File: config.mk
export PLATFORM = sky130hd
export DESIGN_NAME = regfile_mp
export DESIGN_NICKNAME = d
export VERILOG_FILES = /design/src/rtl/regfile_pkg.sv /design/src/rtl/regfile_clear_fsm.sv /design/src/rtl/regfile_mp.sv
export SDC_FILE = /design/constraint.sdc
export NUM_CORES = 1
export LEC_CHECK = 0
export ABC_AREA = 0
export CAP_MARGIN = 20
export CORE_MARGIN = 2
export CORE_UTILIZATION = 49
export DETAILED_ROUTE_END_ITERATION = 6
export HOLD_SLACK_MARGIN = 0.06
export PLACE_DENSITY = 0.64
export SKIP_LAST_GASP = 1
export SYNTH_ARGS = -nofsm -noshare
export SYNTH_HDL_FRONTEND = slang
export SYNTH_SLANG_ARGS = --single-unit
File: constraint.sdc
create_clock -name clk -period 9.35 [get_ports clk]
set_input_delay 2.3375 -clock clk [delete_from_list [all_inputs] [get_ports clk]]
set_output_delay 2.3375 -clock clk [all_outputs]
set_load 0.02 [all_outputs]
File: src/rtl/regfile_pkg.sv
// Shared types and defaults for the multi-port register file.
// No timing or flow control of its own; imported by regfile_clear_fsm and regfile_mp.
package regfile_pkg;
    typedef enum logic {IDLE, CLEAR} rf_state_t;

    localparam int RF_DATA_W = 32;
    localparam int RF_ADDR_W = 5;
    localparam int RF_NUM_RD = 2;

    function automatic int ptr_w(input int depth);
        return (depth > 1) ? $clog2(depth) : 1;
    endfunction
endpackage

File: src/rtl/regfile_clear_fsm.sv
// Sequential clear engine: zeroes one entry per cycle, DEPTH cycles per clear.
// clear_req is ignored while busy; a clr restarts the sweep from entry 0.
module regfile_clear_fsm
    import regfile_pkg::*;
#(
    parameter int DEPTH = 32,
    parameter int PTR_W = ptr_w(DEPTH)
) (
    input  logic             clk,
    input  logic             clr,
    input  logic             clear_req,
    output logic             busy,
    output logic             clr_we,
    output logic [PTR_W-1:0] clr_addr
);
    localparam logic [PTR_W-1:0] LAST = PTR_W'(DEPTH - 1);

    rf_state_t        state, state_nxt;
    logic [PTR_W-1:0] clr_ptr, ptr_nxt;

    always_ff @(posedge clk) begin
        if (clr) begin
            state   <= CLEAR;
            clr_ptr <= '0;
        end else begin
            state   <= state_nxt;
            clr_ptr <= ptr_nxt;
        end
    end

    always_comb begin
        state_nxt = state;
        ptr_nxt   = clr_ptr;
        case (state)
            IDLE: begin
                if (clear_req) begin
                    state_nxt = CLEAR;
                    ptr_nxt   = '0;
                end
            end
            CLEAR: begin
                if (clr_ptr == LAST) begin
                    state_nxt = IDLE;
                    ptr_nxt   = '0;
                end else begin
                    ptr_nxt = clr_ptr + PTR_W'(1);
                end
            end
            default: state_nxt = IDLE;
        endcase
    end

    assign busy     = (state == CLEAR);
    assign clr_we   = busy;
    assign clr_addr = clr_ptr;
endmodule

File: src/rtl/regfile_mp.sv
// Multi-read/single-write register file; zero-latency reads, writes commit at the edge.
// Writes during clear or out of range are dropped and flagged on wr_err; REGFILE_BYPASS_EN adds write-to-read forwarding.
module regfile_mp
    import regfile_pkg::*;
#(
    parameter int DATA_W   = RF_DATA_W,
    parameter int ADDR_W   = RF_ADDR_W,
    parameter int DEPTH    = 32,
    parameter int NUM_RD   = RF_NUM_RD,
    parameter int ZERO_REG = 1
) (
    input  logic                     clk,
    input  logic                     clr,
    input  logic                     clear_req,
    input  logic                     wr_en,
    input  logic [ADDR_W-1:0]        wr_addr,
    input  logic [DATA_W-1:0]        wr_data,
    input  logic [NUM_RD*ADDR_W-1:0] rd_addr,
    output logic [NUM_RD*DATA_W-1:0] rd_data,
    output logic                     busy,
    output logic                     wr_err
);
    localparam int              PTR_W   = ptr_w(DEPTH);
    localparam logic [ADDR_W:0] DEPTH_A = (ADDR_W + 1)'(DEPTH);

    logic [DATA_W-1:0] mem [DEPTH];
    logic              clr_we;
    logic [PTR_W-1:0]  clr_addr;
    logic              wr_in_range, wr_hit_zero, wr_commit, wr_drop;

    regfile_clear_fsm #(.DEPTH(DEPTH), .PTR_W(PTR_W)) u_clear_fsm (
        .clk       (clk),
        .clr       (clr),
        .clear_req (clear_req),
        .busy      (busy),
        .clr_we    (clr_we),
        .clr_addr  (clr_addr)
    );

    assign wr_in_range = ({1'b0, wr_addr} < DEPTH_A);
    assign wr_hit_zero = (ZERO_REG != 0) && (wr_addr == '0);
    // A clear_req accepted this edge takes priority over a coincident write.
    assign wr_commit   = wr_en && !clr && !busy && !clear_req && wr_in_range && !wr_hit_zero;
    assign wr_drop     = wr_en && (busy || clear_req || !wr_in_range);

    always_ff @(posedge clk) begin
        if (clr) begin
            wr_err <= 1'b0;
        end else begin
            wr_err <= wr_drop;
        end
    end

    always_ff @(posedge clk) begin
        if (clr_we) begin
            mem[clr_addr] <= '0;
        end else if (wr_commit) begin
            mem[wr_addr[PTR_W-1:0]] <= wr_data;
        end
    end

    for (genvar k = 0; k < NUM_RD; k++) begin : g_rd
        logic [ADDR_W-1:0] ra;
        logic              ra_ok;
        logic [DATA_W-1:0] rv;

        assign ra    = rd_addr[k*ADDR_W +: ADDR_W];
        assign ra_ok = ({1'b0, ra} < DEPTH_A) && !((ZERO_REG != 0) && (ra == '0));

        always_comb begin
            rv = '0;
            if (!busy && ra_ok) begin
                rv = mem[ra[PTR_W-1:0]];
`ifdef REGFILE_BYPASS_EN
                if (wr_commit && (ra == wr_addr)) begin
                    rv = wr_data;
                end
`endif
            end
        end

        assign rd_data[k*DATA_W +: DATA_W] = rv;
    end
endmodule

==> impl_metrics.ini <==
[global_route]
grt_max_degree = 102
antenna_found_initial = 3
grt_pass1_wl_mm = 226
grt.total_usage_pct = 31.4
grt_overflow = 0
grt_pass1_vias = 30800

[synth]
synth.distinct_cells = 50
yosysWarnings = 0
ys_top_cells_by_area = edfxtp_1, mux4_2, mux2i_1
syn_area_per_cell_um2 = 16.6
yosysSeqAreaShare_pct = 63.9
synth_edf_count = 1024
async_flop_share_pct = 0
syn_area_um2 = 48300
postSynthCellCount = 2915
syn-num-nets = 2968
synth_top_cell_by_area = edfxtp_1
synth_top_area_share_pct = 63.7
ys.flop_type = edfxtp_1
ys_ff_latch = 1031

[power]
leakage_nw = 15.9
power.density_nw_per_um2 = 176
intPower_mw = 7.56
combPwrFrac_pct = 5.7
ir_worst_vdd_v = 0.000165
power_switching_share_pct = 22.0
seqPwrFrac_pct = 52.4
switching_power_mw = 2.13
power.share.clock_pct = 41.9

[floorplanning]
die_w_um = 318
die-area_um2 = 101000
rows = 115
pin_count = 117
core_um2 = 98000
die_h_um = 318
initial_core_util_pct = 49.3

[sta]
rsz0062_at_grt = no
setup_ws_ns = 1.26
fmax_mhz = 124
fin_setup_tns_ns = 0
period_needed_ns = 8.09
finalCritPeriodShare_pct = 86.5
finalClockSkew_ns = 0.0208
finalHoldViolations = 0
setup_viol = 0
timing.final.max_slew_violations = 0
relSlewSlack_pct = 22.1
worstMarginPinSlew_ns = 1.17

[worst_setup_path]
cp.required_ns = 7.01
worstSetupPathType = primary input to output pin
critPathLaunchType = primary input
cp_data_arrival_time_ns = 5.75
crit_fanout = 70
worstSetupEndpointType = output pin

[final_layout]
antenna_cells = 0
nets = 3082
final_cell_area_um2 = 55000
drive_gt1_share_pct = 25.7
syn2layout_area_growth_pct = 13.8

[clock_network]
numClockSinks = 1031
clock_latency_ns = 0.69
cts_tree = built
clk_path_buf_depth = 3
ctsHtreeMaxLevel = 3
cts_buffers = 105
postCtsHoldBufs = 0
ctsResizeCount = 0
root_buffer = clkbuf_16
post_cts_buffers = 0
clkTransAtPathRegs_ns = 0.06

[detailed_routing]
ant_nets = 0
drt_iter0_drc = 4404
vias_per_cell = 7.04
wirelength_met1_mm = 60.1
post_drt_wl_per_cell_um = 36.4
routed_wl_mm = 160
drc = 0
vias = 30900
wl_met3_mm = 18.3
wl_met2_mm = 74.5
highest_layer = met5
drt_first_pass_iters = 6

[placement]
io_buffer_count = 116
place_congestion = 0.868
placed_area_um2 = 51300
dp_slack_ns = 1.30
hpwlAfterDp_mm = 95.5

[status]
status = complete, no violations

[run]
drv_cap = 0

[hold_path]
hold_class = flip-flop to flip-flop
==> cell usage in the layout (no fill, tap or decap), types with 36 or more instances in the layout <==
cell,Yosys,routed
buf_4,1,107
or3_1,61,61
o22ai_1,65,65
nand2_1,38,36
nand4_1,64,64
edfxtp_1,1024,1024
nand3_1,66,66
o21ai_0,66,66
clkbuf_16,0,111
a22oi_1,165,165
mux4_2,252,252
mux2i_1,261,261
a21oi_1,38,37
nor2b_1,71,67
a211oi_1,67,67
clkdlybuf4s50_1,0,110
mux2_2,195,195
==> power groups by stage <==
stage	combinational (mW)	sequential [mW]	clock (mW)
global route	0.567	5.09	4.26
finish	0.551	5.08	4.06
floorplan	0.343	5.17	0
global placement	0.536	5.18	0
CTS	0.544	5.08	4.09
detailed placement	0.543	5.18	0
==> synth_stat cells (4+ instances only) <==
| master | count |
|---|---|
| and3_1 | 34 |
| and2_1 | 37 |
| nor2_1 | 28 |
| o21ai_0 | 66 |
| mux4_2 | 252 |
| edfxtp_1 | 1024 |
| nor4b_1 | 7 |
| mux2_2 | 195 |
| a21oi_1 | 38 |
| nand4_1 | 64 |
| nand2_1 | 38 |
| a211oi_1 | 67 |
| a22o_1 | 32 |
| inv_1 | 4 |
| or3_1 | 61 |
| dfxtp_1 | 7 |
| nor2b_1 | 71 |
| a31oi_1 | 35 |
| buf_1 | 23 |
| clkbuf_1 | 133 |
| a22oi_1 | 165 |
| buf_2 | 77 |
| nor3_1 | 24 |
| o22ai_1 | 65 |
| nand2b_1 | 6 |
| nor4_1 | 5 |
| nand3_1 | 66 |
| mux2i_1 | 261 |
==> sequential cells by signal, summed over array words and instances (netlist names) <==
signal / cells
u_clear_fsm.busy: 1
mem: 1024
wr_err: 1
u_clear_fsm.clr_addr: 5
==> stage by stage <==
step | std cells | utilization (%) | hold WS [ns] | total power [mW]
floorplan | 2915 | - | 0.513 | 5.52
global placement | 4193 | 52.4 | 0.556 | 5.71
detailed placement | 4193 | 52.4 | 0.576 | 5.72
CTS | 4383 | 55.7 | 0.594 | 9.71
global route | 4399 | 56.1 | 0.616 | 9.92
finish | 4399 | 56.1 | 0.602 | 9.69
==> per-layer routing <==
metal / up-vias / GRT usage (%)
li1: 12400 / -
met1: 16100 / 43.1
met2: 2057 / 49.5
met3: 398 / 6.13
met4: 2 / 12.8
met5: - / 0
==> cells by family after synthesis <==
family | count (synthesis) | synth area share [%]
multiplexers | 708 | 21.7
AND/OR/NAND/NOR | 454 | 5.41
flip-flops | 1031 | 63.9
buffers and inverters | 240 | 2.10
adder cells (fa/ha/maj) | 2 | 0.0518
AO/OA/AOI/OAI | 480 | 6.80
==> path summary, 6_finish.rpt <==
| path | startpoint | endpoint | slack (ns) | cells past startpoint |
|---|---|---|---|---|
| worst min-delay path | u_clear_fsm.clr_addr[3] | u_clear_fsm.clr_addr[3] | 0.60 | 2 |
| worst max-delay path | rd_addr[6] | rd_data[57] | 1.26 | 7 |
| worst min register to register | u_clear_fsm.clr_addr[3] | u_clear_fsm.clr_addr[3] | 0.60 | 2 |
| worst max register to register | u_clear_fsm.busy | mem[5][5] | 5.29 | 6 |
==> critical path: stages <==
cell	delay, ns
buf_8	0.55
buf_4	0.66
mux4_2	0.59
a22o_1	0.25
a31oi_1	0.22
nand4_1	0.33
clkdlybuf4s50_1	0.66
==> layout make-up <==
type | instances | area [um^2]
Fill cell | 7355 | 43000
Sequential cell | 1031 | 30900
Multi-Input combinational cell | 1644 | 16800
Clock buffer | 127 | 2770
Timing Repair Buffer | 243 | 2450
Tap cell | 1287 | 1610
Clock inverter | 63 | 487
Inverter | 4 | 15.0
Power figures use the tool's default switching activity.
